[config.mk]
export PLATFORM = sky130hd
export DESIGN_NAME = irq_cause_receiver_flat
export DESIGN_NICKNAME = d
export VERILOG_FILES = /design/src/rtl/irq_cause_receiver_if.sv /design/src/rtl/irq_cause_receiver.sv /design/src/flat_wrapper.sv
export SDC_FILE = /design/constraint.sdc
export NUM_CORES = 1
export LEC_CHECK = 0
export BUFFER_PORTS_ARGS = -buffer_cell sky130_fd_sc_hd__buf_2
export CAP_MARGIN = 20
export CORE_MARGIN = 3
export CORE_UTILIZATION = 50
export CTS_CLUSTER_DIAMETER = 50
export DETAILED_ROUTE_END_ITERATION = 8
export GPL_ROUTABILITY_DRIVEN = 0
export PLACE_DENSITY = 0.72
export SLEW_MARGIN = 40
export SYNTH_ARGS = -nofsm -noshare
export SYNTH_HDL_FRONTEND = slang
export SYNTH_SLANG_ARGS = --single-unit
[constraint.sdc]
create_clock -name clk -period 6.6 [get_ports clk]
set_input_delay 1.32 -clock clk [delete_from_list [all_inputs] [get_ports clk]]
set_output_delay 1.32 -clock clk [all_outputs]
set_load 0.05 [all_outputs]
[src/rtl/irq_cause_receiver_if.sv]
`default_nettype none
// ============================================================================
// Module   : irq_cause_receiver_if
// Brief    : Interrupt-cause request and dequeue signal bundle.
// Revision : 1.0 - initial release
// ============================================================================
interface irq_cause_receiver_if #(
  parameter int CNT_W = 3
);
  logic             io_irq;
  logic [5:0]       io_irq_cause;
  logic             io_deq_ready;
  logic             io_deq_valid;
  logic             io_deq_bits_intr;
  logic [4:0]       io_deq_bits_code;
  logic [CNT_W-1:0] io_pending;
  logic             io_overflow;
  logic             io_clear_overflow;

  modport master (
    output io_irq, io_irq_cause, io_deq_ready, io_clear_overflow,
    input  io_deq_valid, io_deq_bits_intr, io_deq_bits_code, io_pending, io_overflow
  );

  modport slave (
    input  io_irq, io_irq_cause, io_deq_ready, io_clear_overflow,
    output io_deq_valid, io_deq_bits_intr, io_deq_bits_code, io_pending, io_overflow
  );
endinterface
`default_nettype wire

[src/rtl/irq_cause_receiver.sv]
`default_nettype none
// ============================================================================
// Module   : irq_cause_receiver
// Brief    : Captures one cause word per io_irq rising edge into a FIFO and
//            presents entries on a valid/ready dequeue port.
// Revision : 1.0 - initial release
// ============================================================================
module irq_cause_receiver #(
  parameter int DEPTH = 4,
  parameter int CNT_W = 3
) (
  input  wire logic          clk,
  input  wire logic          reset,
  irq_cause_receiver_if.slave bus
);
  localparam int             c_PTR_W    = $clog2(DEPTH);
  localparam logic [CNT_W-1:0] c_FULL_CNT = CNT_W'(DEPTH);

  logic               r_irq_prev;
  logic [c_PTR_W-1:0] r_head;
  logic [c_PTR_W-1:0] r_tail;
  logic [CNT_W-1:0]   r_count;
  logic               r_overflow;
  logic [5:0]         r_mem [DEPTH];

  logic w_capture;
  logic w_empty;
  logic w_full;
  logic w_deq_fire;
  logic w_enq;
  logic w_drop;
  logic [5:0] w_head_word;

  assign w_capture  = bus.io_irq & ~r_irq_prev;
  assign w_empty    = (r_count == '0);
  assign w_full     = (r_count == c_FULL_CNT);
  assign w_deq_fire = ~w_empty & bus.io_deq_ready;
  // A full FIFO still accepts a capture when the head leaves in the same cycle.
  assign w_enq      = w_capture & (~w_full | w_deq_fire);
  assign w_drop     = w_capture & w_full & ~w_deq_fire;

  always_ff @(posedge clk or posedge reset) begin
    if (reset) begin
      r_irq_prev <= 1'b0;
      r_head     <= '0;
      r_tail     <= '0;
      r_count    <= '0;
      r_overflow <= 1'b0;
    end else begin
      r_irq_prev <= bus.io_irq;
      if (w_enq) begin
        r_tail <= r_tail + c_PTR_W'(1);
      end
      if (w_deq_fire) begin
        r_head <= r_head + c_PTR_W'(1);
      end
      case ({w_enq, w_deq_fire})
        2'b10:   r_count <= r_count + CNT_W'(1);
        2'b01:   r_count <= r_count - CNT_W'(1);
        default: r_count <= r_count;
      endcase
      if (w_drop) begin
        r_overflow <= 1'b1;
      end else if (bus.io_clear_overflow) begin
        r_overflow <= 1'b0;
      end
    end
  end

  always_ff @(posedge clk) begin
    if (w_enq) begin
      r_mem[r_tail] <= bus.io_irq_cause;
    end
  end

  assign w_head_word          = w_empty ? 6'd0 : r_mem[r_head];
  assign bus.io_deq_valid     = ~w_empty;
  assign bus.io_deq_bits_intr = w_head_word[5];
  assign bus.io_deq_bits_code = w_head_word[4:0];
  assign bus.io_pending       = r_count;
  assign bus.io_overflow      = r_overflow;
endmodule
`default_nettype wire

[src/flat_wrapper.sv]
// flat-port wrapper written by rule: the top's interface ports become plain ports
module irq_cause_receiver_flat 
#(
  parameter int DEPTH = 4,
  parameter int CNT_W = 3
)
  (clk, reset, bus_io_irq, bus_io_irq_cause, bus_io_deq_ready, bus_io_clear_overflow, bus_io_deq_valid, bus_io_deq_bits_intr, bus_io_deq_bits_code, bus_io_pending, bus_io_overflow);
  irq_cause_receiver_if #(.CNT_W(CNT_W)) bus_i ();
  input  wire logic clk;
  input  wire logic reset;
  input wire logic [$bits(bus_i.io_irq)-1:0] bus_io_irq;
  input wire logic [$bits(bus_i.io_irq_cause)-1:0] bus_io_irq_cause;
  input wire logic [$bits(bus_i.io_deq_ready)-1:0] bus_io_deq_ready;
  input wire logic [$bits(bus_i.io_clear_overflow)-1:0] bus_io_clear_overflow;
  output wire logic [$bits(bus_i.io_deq_valid)-1:0] bus_io_deq_valid;
  output wire logic [$bits(bus_i.io_deq_bits_intr)-1:0] bus_io_deq_bits_intr;
  output wire logic [$bits(bus_i.io_deq_bits_code)-1:0] bus_io_deq_bits_code;
  output wire logic [$bits(bus_i.io_pending)-1:0] bus_io_pending;
  output wire logic [$bits(bus_i.io_overflow)-1:0] bus_io_overflow;
  assign bus_i.io_irq = bus_io_irq;
  assign bus_i.io_irq_cause = bus_io_irq_cause;
  assign bus_i.io_deq_ready = bus_io_deq_ready;
  assign bus_i.io_clear_overflow = bus_io_clear_overflow;
  assign bus_io_deq_valid = bus_i.io_deq_valid;
  assign bus_io_deq_bits_intr = bus_i.io_deq_bits_intr;
  assign bus_io_deq_bits_code = bus_i.io_deq_bits_code;
  assign bus_io_pending = bus_i.io_pending;
  assign bus_io_overflow = bus_i.io_overflow;
  irq_cause_receiver #(.DEPTH(DEPTH), .CNT_W(CNT_W)) u_core (.clk(clk), .reset(reset), .bus(bus_i));
endmodule
==> flow_summary.html, run 1 <==
<table>
<tr><th>Metric</th><th>Value</th></tr>
<tr><th colspan="2">GRT</th></tr>
<tr><td>All-Layer GR Usage</td><td>15.1%</td></tr>
<tr><td>Grt total ovfl</td><td>0</td></tr>
<tr><td>Initial antenna violation count</td><td>0</td></tr>
<tr><td>Number of global-route vias before repair</td><td>between 700 and 800</td></tr>
<tr><td>First-pass GRT wire length</td><td>between 3000 and 4000 um</td></tr>
<tr><td>Pin count of the biggest net entering global routing</td><td>11</td></tr>
<tr><th colspan="2">CTS</th></tr>
<tr><td>Number of H-tree levels</td><td>2</td></tr>
<tr><td>Resized cells post-CTS</td><td>0</td></tr>
<tr><td>Clk pin slew, worst setup/hold paths</td><td>about 0.09 ns</td></tr>
<tr><td>Master cell of the clock root buffer</td><td>sky130_fd_sc_hd__clkbuf_4</td></tr>
<tr><td>Clock latency on the worst-skew pair</td><td>about 0.32 ns</td></tr>
<tr><td>Num Clock Sinks</td><td>33</td></tr>
<tr><td>Number of buffers inserted by post-CTS setup repair</td><td>0</td></tr>
<tr><td>Maximum number of buffers from clock root to sink</td><td>2</td></tr>
<tr><td>Number of buffers added by the clock tree synthesis step</td><td>5</td></tr>
<tr><td>Clock tree from TritonCTS</td><td>built</td></tr>
<tr><td>Post-cts hold buffer count</td><td>0</td></tr>
<tr><th colspan="2">Timing</th></tr>
<tr><td>Final hold vios</td><td>0</td></tr>
<tr><td>Minimum clock period after layout</td><td>3.22 ns</td></tr>
<tr><td>Number of max-slew violations in the final report</td><td>0</td></tr>
<tr><td>Clock Skew</td><td>0.0107 ns</td></tr>
<tr><td>Setup repair after global routing missed its margin</td><td>no</td></tr>
<tr><td>Setup violators final</td><td>0</td></tr>
<tr><td>Worst slack on hold paths</td><td>around 0.53 ns</td></tr>
<tr><td>Fin crit share</td><td>48.8%</td></tr>
<tr><td>Highest clock rate</td><td>311 MHz</td></tr>
<tr><td>Setup_tns</td><td>0 ns</td></tr>
<tr><td>Relative slew slack</td><td>67.8%</td></tr>
<tr><td>Worst-margin pin slew</td><td>between 0.4 and 0.5 ns</td></tr>
<tr><th colspan="2">Setup path</th></tr>
<tr><td>Worst reg2reg path startpoint</td><td>u_core.bus.io_pending[0]</td></tr>
<tr><td>Arrival time at the worst endpoint</td><td>~1.9 ns</td></tr>
<tr><td>Critical path destination</td><td>bus_io_deq_bits_intr</td></tr>
<tr><td>Worst reg2reg endpoint</td><td>u_core.bus.io_pending[2]</td></tr>
<tr><td>Worst-case reg-to-reg path depth</td><td>9</td></tr>
<tr><td>Crit path launch</td><td>u_core.r_head[0]</td></tr>
<tr><td>Highest net fanout along the worst path</td><td>8</td></tr>
<tr><td>Critical path endpoint category</td><td>primary output</td></tr>
<tr><td>Worst Setup Start Kind</td><td>flip-flop</td></tr>
<tr><td>Worst endpoint required time</td><td>5.28 ns</td></tr>
<tr><td>Worst Setup Path Type</td><td>flip-flop to primary output</td></tr>
<tr><td>Worst-case register-to-register setup slack</td><td>4.22 ns</td></tr>
<tr><th colspan="2">Finish</th></tr>
<tr><td>Count of fill cells added during filler insertion</td><td>197</td></tr>
<tr><td>Share of final-layout standard cells stronger than drive strength 1</td><td>between 30% and 40%</td></tr>
<tr><td>Number of inserted diodes</td><td>0</td></tr>
<tr><td>Footprint of the multi-input gates</td><td>422 um^2</td></tr>
<tr><td>Sequential cell area in the final layout</td><td>946 um^2</td></tr>
<tr><td>Number of nets in the final layout</td><td>roughly 130</td></tr>
<tr><td>Synth-to-Final Area Change</td><td>12.7%</td></tr>
<tr><th colspan="2">Placed design</th></tr>
<tr><td>Buffers added on ports</td><td>21</td></tr>
<tr><td>HPWL after detailed placement</td><td>between 1500 and 2000 um</td></tr>
<tr><th colspan="2">Synthesis</th></tr>
<tr><td>Post-Synthesis Net Count</td><td>100</td></tr>
<tr><td>Average cell area after synthesis</td><td>around 17 um^2</td></tr>
<tr><td>Library cell occupying the most area in the post-synthesis netlist</td><td>sky130_fd_sc_hd__edfxtp_1</td></tr>
<tr><td>Count of unique library cells instantiated by Yosys</td><td>21</td></tr>
<tr><td>Synth Instances</td><td>83</td></tr>
<tr><td>Largest cells by area after synthesis</td><td>sky130_fd_sc_hd__edfxtp_1 (51%), sky130_fd_sc_hd__dfrtp_1 (16%), sky130_fd_sc_hd__mux4_2 (9.6%)</td></tr>
<tr><td>Register bit total from synthesis</td><td>33</td></tr>
<tr><td>Sequential-to-total area share from yosys stat</td><td>66.9%</td></tr>
<tr><td>Netlist area before placement</td><td>roughly 0.0014 mm^2</td></tr>
<tr><td>Number of warnings printed during yosys synthesis</td><td>0</td></tr>
<tr><td>Top cell type's share of synthesized area</td><td>51.0%</td></tr>
<tr><th colspan="2">Worst hold path</th></tr>
<tr><td>Worst hold path type</td><td>flip-flop to flip-flop</td></tr>
<tr><td>Startpoint of the lowest-slack hold path</td><td>u_core.bus.io_overflow</td></tr>
<tr><th colspan="2">Route</th></tr>
<tr><td>Average wire length per cell after detail routing</td><td>15.7 um</td></tr>
<tr><td>Total via count in the routed design</td><td>723</td></tr>
<tr><td>Final wirelength</td><td>2190 um</td></tr>
<tr><td>DRT antenna net count</td><td>0</td></tr>
<tr><td>DRC errors left</td><td>0</td></tr>
<tr><td>Violation count after the first detailed-routing iteration</td><td>13</td></tr>
<tr><td>Average vias per placed instance</td><td>5.20</td></tr>
<tr><td>1st-pass router iterations</td><td>3</td></tr>
<tr><th colspan="2">Die</th></tr>
<tr><td>Starting utilization of the core area</td><td>54.6%</td></tr>
<tr><td>Die Y-Extent</td><td>59.2 um</td></tr>
<tr><td>Core area</td><td>0.00259 mm^2</td></tr>
<tr><td>Top-level I/O count</td><td>22</td></tr>
<tr><td>Die width</td><td>59.2 um</td></tr>
<tr><td>Die area</td><td>0.00350 mm^2</td></tr>
<tr><td>Number of core rows</td><td>18</td></tr>
<tr><th colspan="2">Power and ir drop</th></tr>
<tr><td>Pwr Total</td><td>750 uW</td></tr>
<tr><td>Leakage dissipation</td><td>roughly 0.63 nW</td></tr>
<tr><td>Peak VDD IR</td><td>around 290 uV</td></tr>
<tr><td>Cell area power density</td><td>471 mW/mm^2</td></tr>
<tr><th colspan="2">Outcome</th></tr>
<tr><td>Outcome</td><td>finished clean</td></tr>
<tr><th colspan="2">Flow run</th></tr>
<tr><td>Reported max-cap violation count</td><td>0</td></tr>
</table>
-- layout by cell type, fill, tap and decap left out, drive strengths merged, types with 3 or more instances in the layout --
cell / count
mux4: 6
xnor2: 3
ha: 5
dfrtp: 9
inv: 9
and2: 11
xor2: 3
buf: 21
clkbuf: 7
edfxtp: 24
-- worst min-delay path by stage --
stage,to,slack [ns],cells after the start
finish,u_core.bus.io_overflow,0.53,2
global route,u_core.bus.io_overflow,0.57,1
CTS,u_core.bus.io_pending[2],0.53,1
detailed placement,u_core.bus.io_pending[2],0.51,1
global placement,u_core.bus.io_pending[2],0.50,1
floorplan,u_core.bus.io_overflow,0.50,1
-- worst max-delay path, cell delays in order, from the launching register on --
cell and delay [ns]:
sky130_fd_sc_hd__dfrtp_1 0.65, sky130_fd_sc_hd__mux4_2 0.55, sky130_fd_sc_hd__and2_1 0.17, sky130_fd_sc_hd__buf_2 0.20
-- cells by family after synthesis --
logic type / synth area share (%)
buffers and inverters: 3.27
DFF: 66.9
xor gates and xnor gates: 3.72
muxes: 10.6
adders and majority gates: 5.84
AOI/OAI and AO/OA: 0.973
and+or+nand+nor: 8.67
-- cell type report --
| type | count | area share (%) |
|---|---|---|
| Sequential cell | 33 | 59.4 |
| Multi-Input combinational cell | 38 | 26.5 |
| Timing Repair Buffer | 21 | 6.60 |
| Clock buffer | 7 | 2.83 |
| Tap cell | 30 | 2.36 |
| Inverter | 9 | 2.12 |
| Clock inverter | 1 | 0.236 |
-- synthesized netlist by cell type --
| cell type | count |
|---|---|
| sky130_fd_sc_hd__fa_1 | 1 |
| sky130_fd_sc_hd__nor2_1 | 1 |
| sky130_fd_sc_hd__nand3_1 | 1 |
| sky130_fd_sc_hd__dfrtp_1 | 9 |
| sky130_fd_sc_hd__and2_2 | 4 |
| sky130_fd_sc_hd__ha_1 | 5 |
| sky130_fd_sc_hd__edfxtp_1 | 24 |
| sky130_fd_sc_hd__or4b_1 | 1 |
| sky130_fd_sc_hd__clkbuf_1 | 2 |
| sky130_fd_sc_hd__mux4_2 | 6 |
| sky130_fd_sc_hd__o21ai_0 | 1 |
| sky130_fd_sc_hd__or3_2 | 1 |
| sky130_fd_sc_hd__xnor2_1 | 3 |
| sky130_fd_sc_hd__and2_1 | 7 |
| sky130_fd_sc_hd__o32ai_1 | 1 |
| sky130_fd_sc_hd__nor3b_4 | 1 |
| sky130_fd_sc_hd__xor2_1 | 3 |
| sky130_fd_sc_hd__nand2_1 | 1 |
| sky130_fd_sc_hd__mux2_4 | 1 |
| sky130_fd_sc_hd__buf_2 | 1 |
| sky130_fd_sc_hd__inv_1 | 9 |
-- sequential cells by signal, indices dropped and copies added, names as in the netlist --
register                count
u_core.r_mem               24
u_core.r_tail               2
u_core.bus.io_overflow      1
u_core.r_irq_prev           1
u_core.r_head               2
u_core.bus.io_pending       3
-- layer usage --
layer  track usage (%)  share of wire (%)  up-vias
li1                  -                  -      344
met1              19.2                 44      357
met2              22.6                 48       15
met3              5.66                5.2        7
met4              7.77                2.4        0
met5                 0                  0        -
-- power breakdown --
part | total [mW] | internal, mW | leakage [nW] | switching, mW
registers | 0.308 | 0.263 | 0.326 | 0.0452
logic | 0.339 | 0.119 | 0.282 | 0.220
clock network | 0.102 | 0.0409 | 0.0269 | 0.0613
-- metrics by stage --
| step | setup slack [ns] | instance area [um^2] | utilization (%) | instances |
|---|---|---|---|---|
| detailed placement | 3.28 | 1540 | 59.6 | 131 |
| floorplan | 3.34 | 1410 | - | 83 |
| finish | 3.38 | 1590 | 61.5 | 139 |
| CTS | 3.35 | 1590 | 61.5 | 139 |
| global route | 3.25 | 1590 | 61.5 | 139 |
| global placement | 3.34 | 1540 | 59.6 | 131 |
No activity file was read; power rests on OpenSTA's default activity.
==> run 2: changes to the inputs <==
--- a/config.mk
+++ b/config.mk
@@ -5,6 +5,7 @@
 export SDC_FILE = /design/constraint.sdc
 export NUM_CORES = 1
 export LEC_CHECK = 0
+export ABC_AREA = 1
 export BUFFER_PORTS_ARGS = -buffer_cell sky130_fd_sc_hd__buf_2
 export CAP_MARGIN = 20
 export CORE_MARGIN = 3
@@ -12,7 +13,7 @@
 export CTS_CLUSTER_DIAMETER = 50
 export DETAILED_ROUTE_END_ITERATION = 8
 export GPL_ROUTABILITY_DRIVEN = 0
-export PLACE_DENSITY = 0.72
+export PLACE_DENSITY = 0.74
 export SLEW_MARGIN = 40
 export SYNTH_ARGS = -nofsm -noshare
 export SYNTH_HDL_FRONTEND = slang
==> constraint.sdc (replaced) <==
create_clock -name clk -period 2.7 [get_ports clk]
set_input_delay 0.54 -clock clk [delete_from_list [all_inputs] [get_ports clk]]
set_output_delay 0.54 -clock clk [all_outputs]
set_load 0.05 [all_outputs]
==> run 2 against run 1 <==
Compared with the run above: setup slack worse by 3.0 ns; global-route usage up 2.0 points; clock skew about the same; via count up 49%; register-to-register slack worse by 3.5 ns; critical endpoint is now bus_io_deq_bits_code[0]; largest power group unchanged; final cell count up 65%; hold slack worse by 0.38 ns; sequential cell count unchanged.
==> flow_summary.html, run 2 <==
<table>
<tr><th>Metric</th><th>Value</th></tr>
<tr><th colspan="2">GRT</th></tr>
<tr><td>Initial antenna violation count</td><td>0 (unchanged)</td></tr>
<tr><td>All-Layer GR Usage</td><td>17.1% (was 15.1%)</td></tr>
<tr><td>Grt total ovfl</td><td>0 (unchanged)</td></tr>
<tr><td>Number of global-route vias before repair</td><td>1,141 (was 763)</td></tr>
<tr><td>First-pass GRT wire length</td><td>5040 um (was 3680 um)</td></tr>
<tr><td>Pin count of the biggest net entering global routing</td><td>16 (was 11)</td></tr>
<tr><th colspan="2">Outcome</th></tr>
<tr><td>Outcome</td><td>finished clean (unchanged)</td></tr>
<tr><th colspan="2">Power and ir drop</th></tr>
<tr><td>Switching share of power</td><td>49.6% (was 43.5%)</td></tr>
<tr><td>Cell area power density</td><td>1120 mW/mm^2 (was 471 mW/mm^2)</td></tr>
<tr><td>Combinational fraction of design power</td><td>49.9% (was 45.2%)</td></tr>
<tr><td>Reported net switching power</td><td>972 uW (was 326 uW)</td></tr>
<tr><td>Leakage dissipation</td><td>0.858 nW (was 0.634 nW)</td></tr>
<tr><td>Sequential share of power</td><td>37.6% (was 41.1%)</td></tr>
<tr><td>Part of the total power dissipated in the clock network</td><td>12.5% (was 13.6%)</td></tr>
<tr><td>Power Internal</td><td>988 uW (was 424 uW)</td></tr>
<tr><td>Pwr Total</td><td>1.96 mW (was 750 uW)</td></tr>
<tr><td>Peak VDD IR</td><td>470 uV (was 291 uV)</td></tr>
<tr><th colspan="2">Die</th></tr>
<tr><td>Die area</td><td>0.00388 mm^2 (was 0.00350 mm^2)</td></tr>
<tr><td>Core area</td><td>0.00288 mm^2 (was 0.00259 mm^2)</td></tr>
<tr><td>Top-level I/O count</td><td>22 (unchanged)</td></tr>
<tr><td>Die width</td><td>62.3 um (was 59.2 um)</td></tr>
<tr><td>Die Y-Extent</td><td>62.3 um (was 59.2 um)</td></tr>
<tr><td>Starting utilization of the core area</td><td>55.0% (was 54.6%)</td></tr>
<tr><td>Number of core rows</td><td>19 (was 18)</td></tr>
<tr><th colspan="2">Synthesis</th></tr>
<tr><td>Count of unique library cells instantiated by Yosys</td><td>19 (was 21)</td></tr>
<tr><td>Synthesized-area fraction occupied by xor and xnor cells</td><td>1.11% (was 3.72%)</td></tr>
<tr><td>Post-Synthesis Net Count</td><td>179 (was 100)</td></tr>
<tr><td>Fraction of the mapped netlist area in compound gates</td><td>3.08% (was 0.973%)</td></tr>
<tr><td>Fraction of registers with async set or reset after synthesis</td><td>27.3% (unchanged)</td></tr>
<tr><td>Largest cells by area after synthesis</td><td>sky130_fd_sc_hd__edfxtp_1 (46%), sky130_fd_sc_hd__dfrtp_1 (14%), sky130_fd_sc_hd__inv_1 (10%) (was sky130_fd_sc_hd__edfxtp_1 (51%), sky130_fd_sc_hd__dfrtp_1 (16%), sky130_fd_sc_hd__mux4_2 (9.6%))</td></tr>
<tr><td>Number of warnings printed during yosys synthesis</td><td>0 (unchanged)</td></tr>
<tr><td>Number of flops mapped to enable cells by yosys</td><td>24 (unchanged)</td></tr>
<tr><td>Register bit total from synthesis</td><td>33 (unchanged)</td></tr>
<tr><td>Sequential-to-total area share from yosys stat</td><td>59.8% (was 66.9%)</td></tr>
<tr><td>Largest family of logic cells by synthesized area</td><td>simple AND/OR/NAND/NOR gates (was multiplexers)</td></tr>
<tr><td>Share of synthesized area spent on multiplexers</td><td>0% (was 10.6%)</td></tr>
<tr><td>Library cell occupying the most area in the post-synthesis netlist</td><td>sky130_fd_sc_hd__edfxtp_1 (unchanged)</td></tr>
<tr><td>Arithmetic-cell share of the synthesized area counting full adders, half adders and majority gates</td><td>5.22% (was 5.84%)</td></tr>
<tr><td>Average cell area after synthesis</td><td>9.77 um^2 (was 17.0 um^2)</td></tr>
<tr><td>Most used standard cells in the synthesized netlist</td><td>sky130_fd_sc_hd__inv_1 (42), sky130_fd_sc_hd__nand2_1 (36), sky130_fd_sc_hd__edfxtp_1 (24) (was sky130_fd_sc_hd__edfxtp_1 (24), sky130_fd_sc_hd__dfrtp_1 (9), sky130_fd_sc_hd__inv_1 (9))</td></tr>
<tr><td>Top cell type's share of synthesized area</td><td>45.5% (was 51.0%)</td></tr>
<tr><td>Leading register cell type out of synthesis</td><td>sky130_fd_sc_hd__edfxtp_1 (unchanged)</td></tr>
<tr><td>Synth Instances</td><td>162 (was 83)</td></tr>
<tr><td>Most frequent cell after synthesis</td><td>sky130_fd_sc_hd__inv_1 (was sky130_fd_sc_hd__edfxtp_1)</td></tr>
<tr><td>Fraction of the mapped netlist area in simple logic gates</td><td>17.8% (was 8.67%)</td></tr>
<tr><td>Netlist area before placement</td><td>0.00158 mm^2 (was 0.00141 mm^2)</td></tr>
<tr><th colspan="2">Placed design</th></tr>
<tr><td>Buffers added on ports</td><td>21 (unchanged)</td></tr>
<tr><td>HPWL after detailed placement</td><td>2110 um (was 1560 um)</td></tr>
<tr><td>Placed insts</td><td>221 (was 131)</td></tr>
<tr><td>Setup Slack @ Placement</td><td>0.546 ns (was 3.28 ns)</td></tr>
<tr><th colspan="2">Finish</th></tr>
<tr><td>Number of nets in the final layout</td><td>203 (was 125)</td></tr>
<tr><td>Register ranked first by flip-flop count</td><td>u_core.r_mem (unchanged)</td></tr>
<tr><td>Commonest cells after routing, fill and taps aside</td><td>sky130_fd_sc_hd__inv_1 (42), sky130_fd_sc_hd__nand2_1 (36), sky130_fd_sc_hd__edfxtp_1 (24) (was sky130_fd_sc_hd__edfxtp_1 (24), sky130_fd_sc_hd__buf_2 (21), sky130_fd_sc_hd__inv_1 (9), sky130_fd_sc_hd__dfrtp_1 (9), sky130_fd_sc_hd__and2_1 (7))</td></tr>
<tr><td>Number of flip-flops in the largest register</td><td>24 (unchanged)</td></tr>
<tr><td>Footprint of the multi-input gates</td><td>430 um^2 (was 422 um^2)</td></tr>
<tr><td>Count of fill cells added during filler insertion</td><td>250 (was 197)</td></tr>
<tr><td>Share of final-layout standard cells stronger than drive strength 1</td><td>18.2% (was 35.8%)</td></tr>
<tr><td>Synth-to-Final Area Change</td><td>10.4% (was 12.7%)</td></tr>
<tr><td>Sequential cell area in the final layout</td><td>946 um^2 (unchanged)</td></tr>
<tr><td>Count of non-filler cells in the finished layout</td><td>229 (was 139)</td></tr>
<tr><td>Most frequent standard cell in the layout excluding fill and tap cells</td><td>sky130_fd_sc_hd__inv_1 (was sky130_fd_sc_hd__edfxtp_1)</td></tr>
<tr><td>Number of inserted diodes</td><td>0 (unchanged)</td></tr>
<tr><th colspan="2">Route</th></tr>
<tr><td>Violation count after the first detailed-routing iteration</td><td>53 (was 13)</td></tr>
<tr><td>1st-pass router iterations</td><td>4 (was 3)</td></tr>
<tr><td>Final wirelength</td><td>2920 um (was 2190 um)</td></tr>
<tr><td>Total via count in the routed design</td><td>1,078 (was 723)</td></tr>
<tr><td>Average vias per placed instance</td><td>4.71 (was 5.20)</td></tr>
<tr><td>Average wire length per cell after detail routing</td><td>12.7 um (was 15.7 um)</td></tr>
<tr><td>DRC errors left</td><td>0 (unchanged)</td></tr>
<tr><td>DRT antenna net count</td><td>0 (unchanged)</td></tr>
<tr><th colspan="2">Setup path</th></tr>
<tr><td>Critical path endpoint category</td><td>primary output (unchanged)</td></tr>
<tr><td>Worst-case register-to-register setup slack</td><td>0.74 ns (was 4.22 ns)</td></tr>
<tr><td>Worst Setup Path Type</td><td>flip-flop to primary output (unchanged)</td></tr>
<tr><td>Arrival time at the worst endpoint</td><td>1.80 ns (was 1.90 ns)</td></tr>
<tr><td>Worst reg2reg path startpoint</td><td>u_core.bus.io_pending[0] (unchanged)</td></tr>
<tr><td>Worst-case reg-to-reg path depth</td><td>10 (was 9)</td></tr>
<tr><td>Worst Setup Start Kind</td><td>flip-flop (unchanged)</td></tr>
<tr><td>Worst reg2reg endpoint</td><td>u_core.bus.io_pending[2] (unchanged)</td></tr>
<tr><td>Worst endpoint required time</td><td>2.16 ns (was 5.28 ns)</td></tr>
<tr><td>Highest net fanout along the worst path</td><td>15 (was 8)</td></tr>
<tr><th colspan="2">CTS</th></tr>
<tr><td>Number of H-tree levels</td><td>2 (unchanged)</td></tr>
<tr><td>Clock latency on the worst-skew pair</td><td>0.32 ns (about the same)</td></tr>
<tr><td>Maximum number of buffers from clock root to sink</td><td>2 (unchanged)</td></tr>
<tr><td>Number of buffers added by the clock tree synthesis step</td><td>5 (unchanged)</td></tr>
<tr><td>Number of buffers inserted by post-CTS setup repair</td><td>0 (unchanged)</td></tr>
<tr><td>Clk pin slew, worst setup/hold paths</td><td>0.10 ns (was 0.09 ns)</td></tr>
<tr><td>Clock tree from TritonCTS</td><td>built (unchanged)</td></tr>
<tr><td>Resized cells post-CTS</td><td>0 (unchanged)</td></tr>
<tr><td>Master cell of the clock root buffer</td><td>sky130_fd_sc_hd__clkbuf_4 (unchanged)</td></tr>
<tr><td>Num Clock Sinks</td><td>33 (unchanged)</td></tr>
<tr><td>Post-cts hold buffer count</td><td>0 (unchanged)</td></tr>
<tr><th colspan="2">Timing</th></tr>
<tr><td>Clock Skew</td><td>0.0112 ns (was 0.0107 ns)</td></tr>
<tr><td>Setup repair after global routing missed its margin</td><td>no (unchanged)</td></tr>
<tr><td>Final hold vios</td><td>0 (unchanged)</td></tr>
<tr><td>Worst-margin pin slew</td><td>0.636 ns (was 0.484 ns)</td></tr>
<tr><td>Number of max-slew violations in the final report</td><td>0 (unchanged)</td></tr>
<tr><td>Highest clock rate</td><td>428 MHz</td></tr>
<tr><td>Final worst-path setup slack</td><td>0.361 ns (was 3.38 ns)</td></tr>
<tr><td>Minimum clock period after layout</td><td>2.34 ns</td></tr>
<tr><td>Relative slew slack</td><td>57.5% (was 67.8%)</td></tr>
<tr><td>Setup violators final</td><td>0 (unchanged)</td></tr>
<tr><td>Fin crit share</td><td>86.6%</td></tr>
<tr><th colspan="2">Flow run</th></tr>
<tr><td>Reported max-cap violation count</td><td>0 (unchanged)</td></tr>
<tr><th colspan="2">Worst hold path</th></tr>
<tr><td>Worst hold path type</td><td>input port to asynchronous set/reset pin (was flip-flop to flip-flop)</td></tr>
</table>
==> run 2: routing by layer <==
layer,up-vias,global-route usage [%],routed length [um],part of all wire (%)
li1,546,-,-,-
met1,500,18.5,1190,41
met3,7,3.60,97,3.3
met4,0,8.54,61,2.1
met2,25,31.5,1570,54
met5,-,0,0,0
==> run 2: worst max path at each step <==
stage | cells after the start | startpoint | slack (ns) | end
after floorplan | 4 | u_core.bus.io_pending[0] | -0.02 | bus_io_deq_bits_code[0]
after global placement | 11 | bus_io_deq_ready | 0.71 | u_core.bus.io_pending[2]
after detailed placement | 11 | bus_io_deq_ready | 0.55 | u_core.bus.io_pending[2]
after CTS | 5 | u_core.r_head[0] | 0.33 | bus_io_deq_bits_code[0]
after global routing | 5 | u_core.r_head[0] | 0.15 | bus_io_deq_bits_intr
final | 5 | u_core.r_head[0] | 0.36 | bus_io_deq_bits_code[0]
==> run 2: layout make-up <==
cell class / instances / area share (%)
Tap cell: 42 / 3.01
Sequential cell: 33 / 54.2
Inverter: 43 / 9.38
Timing Repair Buffer: 21 / 6.02
Clock buffer: 8 / 2.79
Multi-Input combinational cell: 82 / 24.6
==> run 2: kinds of logic (layout without fill, tap and decap cells) <==
group / after synthesis / after routing
and+or+nand+nor: 65 / 65
buffers and inverters: 47 / 72
DFF: 33 / 33
AOI/OAI and AO/OA: 9 / 9
adders and majority gates: 6 / 6
xor gates and xnor gates: 2 / 2
==> run 2: power by group through the flow <==
stage | clock network [mW] | logic [mW] | registers (mW)
final | 0.245 | 0.978 | 0.736
after global routing | 0.275 | 1.08 | 0.755
after CTS | 0.253 | 0.983 | 0.738
after detailed placement | 0 | 0.974 | 0.749
after global placement | 0 | 0.933 | 0.741
after floorplan | 0 | 0.777 | 0.770
==> run 2: metrics by stage <==
step                      util, %  hold WS (ns)  TNS, ns  cell area (um^2)
after floorplan                 -         0.368  -0.0853              1580
after global placement       59.0         0.477        0              1700
after detailed placement     59.0         0.508        0              1700
after CTS                    60.7         0.151        0              1750
after global routing         60.7         0.162        0              1750
final                        60.7         0.153        0              1750
==> run 2: critical path, cell delays in order (launching register included) <==
cell and delay, ns:
sky130_fd_sc_hd__dfrtp_1 0.69, sky130_fd_sc_hd__inv_4 0.18, sky130_fd_sc_hd__nand2_1 0.10, sky130_fd_sc_hd__nand3_1 0.08, sky130_fd_sc_hd__a21oi_1 0.16, sky130_fd_sc_hd__buf_2 0.28
